==> config.mk <==
export PLATFORM = sky130hd
export DESIGN_NAME = ps2_rx_frame
export DESIGN_NICKNAME = d
export VERILOG_FILES = /design/src/rtl/ps2_pkg.sv /design/src/rtl/ps2_in_filter.sv /design/src/rtl/ps2_rx_frame.sv
export SDC_FILE = /design/constraint.sdc
export NUM_CORES = 1
export LEC_CHECK = 0
export ABC_AREA = 1
export BUFFER_PORTS_ARGS = -buffer_cell sky130_fd_sc_hd__buf_2
export CAP_MARGIN = 0
export CORE_MARGIN = 2
export CORE_UTILIZATION = 60
export CTS_CLUSTER_SIZE = 28
export DETAILED_ROUTE_END_ITERATION = 12
export PLACE_DENSITY = 0.82
export SYNTH_ARGS = -nofsm -noshare
export SYNTH_HDL_FRONTEND = slang
export SYNTH_SLANG_ARGS = --single-unit
==> constraint.sdc <==
create_clock -name CLOCK_50 -period 1.8 [get_ports CLOCK_50]
set_input_delay 0.36 -clock CLOCK_50 [delete_from_list [all_inputs] [get_ports CLOCK_50]]
set_output_delay 0.36 -clock CLOCK_50 [all_outputs]
set_load 0.02 [all_outputs]
==> src/rtl/ps2_pkg.sv <==
// Shared PS/2 receive definitions: framing states, default timing constants,
// scan-code constants and the odd-parity helper.
package ps2_pkg;

    typedef enum logic [1:0] {
        IDLE,
        DATA,
        PARITY,
        STOP
    } rx_state_t;

    localparam int FILTER_LEN_DEFAULT     = 8;
    localparam int TIMEOUT_CYCLES_DEFAULT = 5000;

    localparam logic [7:0] H_MAKE = 8'h33;
    localparam logic [7:0] S_MAKE = 8'h1B;
    localparam logic [7:0] D_MAKE = 8'h23;
    localparam logic [7:0] BREAK  = 8'hF0;

    // A PS/2 frame is good when data plus parity holds an odd number of ones.
    function automatic logic odd_parity_ok(input logic [7:0] data, input logic par);
        return ^{par, data};
    endfunction

endpackage

==> src/rtl/ps2_in_filter.sv <==
// Input conditioning for the PS/2 pins: two-flop synchronizers, a persistence
// glitch filter on the clock and a one-cycle strobe on each filtered falling edge.
module ps2_in_filter
    import ps2_pkg::*;
#(
    parameter int FILTER_LEN = FILTER_LEN_DEFAULT
) (
    input  logic CLOCK_50,
    input  logic reset,
    input  logic PS2_CLK,
    input  logic PS2_DAT,
    output logic clk_fall,
    output logic dat_sync
);

    localparam int CW = $clog2(FILTER_LEN + 1);
    localparam logic [CW-1:0] CNT_LAST = CW'(FILTER_LEN - 1);

    logic          clk_meta;
    logic          clk_sync;
    logic          dat_meta;
    logic          filt_clk;
    logic          filt_clk_d;
    logic [CW-1:0] stable_cnt;

    // Everything presets to the idle-high bus level so reset release is silent.
    always_ff @(posedge CLOCK_50) begin
        if (reset) begin
            clk_meta   <= 1'b1;
            clk_sync   <= 1'b1;
            dat_meta   <= 1'b1;
            dat_sync   <= 1'b1;
            filt_clk   <= 1'b1;
            filt_clk_d <= 1'b1;
            stable_cnt <= '0;
        end else begin
            clk_meta   <= PS2_CLK;
            clk_sync   <= clk_meta;
            dat_meta   <= PS2_DAT;
            dat_sync   <= dat_meta;
            filt_clk_d <= filt_clk;
            if (clk_sync != filt_clk) begin
                if (stable_cnt == CNT_LAST) begin
                    filt_clk   <= clk_sync;
                    stable_cnt <= '0;
                end else begin
                    stable_cnt <= stable_cnt + 1'b1;
                end
            end else begin
                stable_cnt <= '0;
            end
        end
    end

    assign clk_fall = filt_clk_d & ~filt_clk;

endmodule

==> src/rtl/ps2_rx_frame.sv <==
// PS/2 receive framer: start/8 data/parity/stop decoding with a mid-frame
// idle timeout; all result strobes are registered one cycle after the edge.
module ps2_rx_frame
    import ps2_pkg::*;
#(
    parameter int FILTER_LEN     = FILTER_LEN_DEFAULT,
    parameter int TIMEOUT_CYCLES = TIMEOUT_CYCLES_DEFAULT
) (
    input  logic       CLOCK_50,
    input  logic       reset,
    input  logic       PS2_CLK,
    input  logic       PS2_DAT,
    output logic [7:0] received_data,
    output logic       received_data_en,
    output logic       parity_err,
    output logic       frame_err
);

    localparam int TW = $clog2(TIMEOUT_CYCLES + 1);
    localparam logic [TW-1:0] TIMEOUT_LAST = TW'(TIMEOUT_CYCLES - 1);

    logic clk_fall;
    logic dat_sync;

    rx_state_t     state, state_next;
    logic [2:0]    bit_cnt, bit_cnt_next;
    logic [7:0]    shift_reg, shift_next;
    logic          parity_bit, parity_next;
    logic [TW-1:0] idle_cnt, idle_next;
    logic [7:0]    data_next;
    logic          data_en_next;
    logic          parity_err_next;
    logic          frame_err_next;

    ps2_in_filter #(
        .FILTER_LEN (FILTER_LEN)
    ) u_in_filter (
        .CLOCK_50 (CLOCK_50),
        .reset    (reset),
        .PS2_CLK  (PS2_CLK),
        .PS2_DAT  (PS2_DAT),
        .clk_fall (clk_fall),
        .dat_sync (dat_sync)
    );

    always_ff @(posedge CLOCK_50) begin
        if (reset) begin
            state            <= IDLE;
            bit_cnt          <= '0;
            shift_reg        <= '0;
            parity_bit       <= 1'b0;
            idle_cnt         <= '0;
            received_data    <= 8'h00;
            received_data_en <= 1'b0;
            parity_err       <= 1'b0;
            frame_err        <= 1'b0;
        end else begin
            state            <= state_next;
            bit_cnt          <= bit_cnt_next;
            shift_reg        <= shift_next;
            parity_bit       <= parity_next;
            idle_cnt         <= idle_next;
            received_data    <= data_next;
            received_data_en <= data_en_next;
            parity_err       <= parity_err_next;
            frame_err        <= frame_err_next;
        end
    end

    // A fall strobe always wins over the timeout, since it restarts the idle count.
    always_comb begin
        state_next      = state;
        bit_cnt_next    = bit_cnt;
        shift_next      = shift_reg;
        parity_next     = parity_bit;
        idle_next       = '0;
        data_next       = received_data;
        data_en_next    = 1'b0;
        parity_err_next = 1'b0;
        frame_err_next  = 1'b0;

        if (clk_fall) begin
            unique case (state)
                IDLE: begin
                    if (!dat_sync) begin
                        state_next   = DATA;
                        bit_cnt_next = '0;
                    end
                end
                DATA: begin
                    shift_next   = {dat_sync, shift_reg[7:1]};
                    bit_cnt_next = bit_cnt + 3'd1;
                    if (bit_cnt == 3'd7) begin
                        state_next = PARITY;
                    end
                end
                PARITY: begin
                    parity_next = dat_sync;
                    state_next  = STOP;
                end
                STOP: begin
                    state_next = IDLE;
                    if (!dat_sync) begin
                        frame_err_next = 1'b1;
                    end else if (odd_parity_ok(shift_reg, parity_bit)) begin
                        data_next    = shift_reg;
                        data_en_next = 1'b1;
                    end else begin
                        parity_err_next = 1'b1;
                    end
                end
                default: state_next = IDLE;
            endcase
        end else if (state != IDLE) begin
            if (idle_cnt == TIMEOUT_LAST) begin
                state_next     = IDLE;
                bit_cnt_next   = '0;
                shift_next     = '0;
                frame_err_next = 1'b1;
            end else begin
                idle_next = idle_cnt + 1'b1;
            end
        end
    end

endmodule
==> results.toml <==
[worst_setup_path]
worst_ep_arrival_time_ns = 1.85
r2r_cells = 7
critPathRequiredTime_ns = 2.05
r2r-end = "idle_cnt[5]$_SDFF_PP0_"
slowest_stage = "or2_2"
worst-path-buf-inv = 2
r2r_start = "state[0]$_SDFFE_PP0P_"
worstSetupStartpointType = "flop"
reg2reg_slack_ns = 0.20
crit_chain = "inv_1, ha_1, inv_1, nand3_1, or2_2, a21oi_1, o21a_1"
cp_top_family = "simple AND/OR/NAND/NOR gates"
end_kind = "flop"
cpPeakStageDelay_ns = 0.42
path_class = "flop to flop"
crit_path_frequent_cell = "inv_1"
cp_max_fo = 13

[timing]
period_needed_ns = 1.597
fin_worst_skew_ns = 0.006362
fmax_ghz = 0.6263
rsz0062_at_grt = "no"
slew_headroom = 0.6981
finalHoldViolations = 0
tightestPinTransition_ns = 0.4524
setup_viol = 0
slew_viol_final = 0
tns_ns = 0
period_share = 0.8871

[floorplanning]
fp.dieW_um = 66.68
fp.dieH_um = 66.68
dieArea_um2 = 4446
ios = 15
core-area_um2 = 3716
start_util = 0.6343
row_count = 22

[synthesis]
ys_types = 32
ys_seq_area_frac = 0.4076
syn_inst = 338
ys.flop_type = "dfxtp_1"
synth_edf_count = 0
synth-warning-count = 0
async_flop_share = 0
syn_area_um2 = 2357
syn_nets = 350
syn_area_per_cell_um2 = 6.974
synth_seq_cells = 48

[grt]
grt_max_degree = 21
grt_pass1_wl_um = 7307
overflow = 0
track_usage = 0.2135
grt_pass1_vias = 1821
antenna_found_initial = 0

[cells_and_area]
antenna-diode-count = 0
largest_reg_flops = 13
nets = 368
syn_to_final_growth_pct = 9.448
drive_gt1_frac = 0.1289
fin_area_um2 = 2580

[min_path]
hold-path-endpoint = "u_in_filter.dat_meta$_SDFF_PP1_"
min_from = "PS2_DAT"
hold_class = "input pin to flop"
hold_depth = 2

[placement]
hpwl_um = 3057
place_congestion = 0.8197
dpl-instance-area_um2 = 2472
portBuffers = 14

[cts]
cts_setup_buffers = 0
root_buffer = "clkbuf_8"
tritoncts = "done"
post_cts_resized = 0
clkSinkCount = 48
cts-buffers-inserted = 5
clk_latency_ns = 0.30
cts_hold_buf = 0
cts_buffer_depth = 2
clk_pin_slew_ns = 0.09
ctsHtreeMaxLevel = 2

[power]
leakage_uw = 0.001166
powerDensity_nw_per_um2 = 719.7
irDropWorstVdd_v = 0.0006648
finalPower_uw = 1857

[routing]
drtAntennaViolNets = 0
drtIter0Drc = 90
remaining_drc_errors = 0
wl_per_cell_um = 10.55
vias_per_cell = 5.057
first_pass_iters = 5
wl_um = 4271
vias = 2048

[run]
cap_violations = 0

[run_status]
status = "complete, no violations"
==> power by group <==
| group | switching (uW) | total [uW] | internal (uW) |
|---|---|---|---|
| sequential | 2.32 | 1070 | 1070 |
| combinational | 17.5 | 28.5 | 11.0 |
| clock | 348 | 760 | 412 |
==> synth_stat cells (3+ instances only) <==
cell	instances	share of area
nand3_1	21	0.045
inv_1	49	0.078
a21oi_1	20	0.042
nand2_2	7	0.019
dfxtp_1	48	0.41
nand3b_1	3	0.0096
nand4_1	4	0.011
buf_2	3	0.0064
ha_1	8	0.042
nor2_1	43	0.068
or2_2	6	0.016
nand2_1	95	0.15
inv_2	3	0.0048
xor2_1	3	0.011
nor3_1	3	0.0064
o21a_1	3	0.0096
==> cell usage in the layout (no fill, tap or decap), types with 5 or more instances in the layout <==
cell type | synthesis | routed
nand2_1 | 95 | 95
inv_1 | 49 | 49
dfxtp_1 | 48 | 48
nor2_1 | 43 | 43
nand3_1 | 21 | 21
a21oi_1 | 20 | 20
buf_2 | 3 | 14
ha_1 | 8 | 8
nand2_2 | 7 | 7
or2_2 | 6 | 6
clkbuf_8 | 0 | 5
==> cell type report <==
class                           instances  area (um2)
Tap cell                               48       60.06
Timing Repair Buffer                   18       100.1
Fill cell                             326        1136
Clock buffer                            6       72.57
Sequential cell                        48       960.9
Clock inverter                          2       35.03
Inverter                               53       198.9
Multi-Input combinational cell        230        1152
==> cell families after synthesis <==
kind of cell             after synthesis  share of synthesized area
XOR/XNOR                               5                    0.01858
buffers and inverters                 60                     0.1035
flip-flops                            48                     0.4076
AND/OR/NAND/NOR                      189                     0.3583
AO/OA/AOI/OAI                         28                    0.06954
adder cells (fa/ha/maj)                8                    0.04246
==> metrics by stage <==
| step | cells | hold slack (ns) | worst slack [ns] | util |
|---|---|---|---|---|
| after global routing | 405 | 0.2327 | 0.02344 | 0.6943 |
| after floorplan | 338 | 0.3895 | 0.3465 | - |
| after CTS | 405 | 0.2313 | 0.2040 | 0.6943 |
| final | 405 | 0.2394 | 0.2033 | 0.6943 |
| after detailed placement | 397 | 0.4014 | 0.2230 | 0.6653 |
| after global placement | 397 | 0.3917 | 0.2680 | 0.6653 |
==> how the worst max path moves through the flow <==
| stage | slack [ns] | start | cells past startpoint | endpoint |
|---|---|---|---|---|
| 2_1_floorplan | 0.35 | state[0]$_SDFFE_PP0P_ | 7 | idle_cnt[12]$_SDFF_PP0_ |
| 3_3_place_gp | 0.27 | state[0]$_SDFFE_PP0P_ | 7 | idle_cnt[5]$_SDFF_PP0_ |
| 3_5_place_dp | 0.22 | state[0]$_SDFFE_PP0P_ | 7 | idle_cnt[9]$_SDFF_PP0_ |
| 4_1_cts | 0.20 | state[0]$_SDFFE_PP0P_ | 7 | idle_cnt[5]$_SDFF_PP0_ |
| 5_1_grt | 0.02 | idle_cnt[0]$_SDFF_PP0_ | 9 | idle_cnt[12]$_SDFF_PP0_ |
| 6_report | 0.20 | state[0]$_SDFFE_PP0P_ | 7 | idle_cnt[5]$_SDFF_PP0_ |
==> metal layers <==
metal	wire (um)	global-route usage	vias up
met3	158	0.06419	10
met4	87	0.1046	0
met2	2086	0.3775	39
met1	1938	0.2296	926
met5	0	0	-
li1	-	-	1073
(Power assumes the default switching activity.)
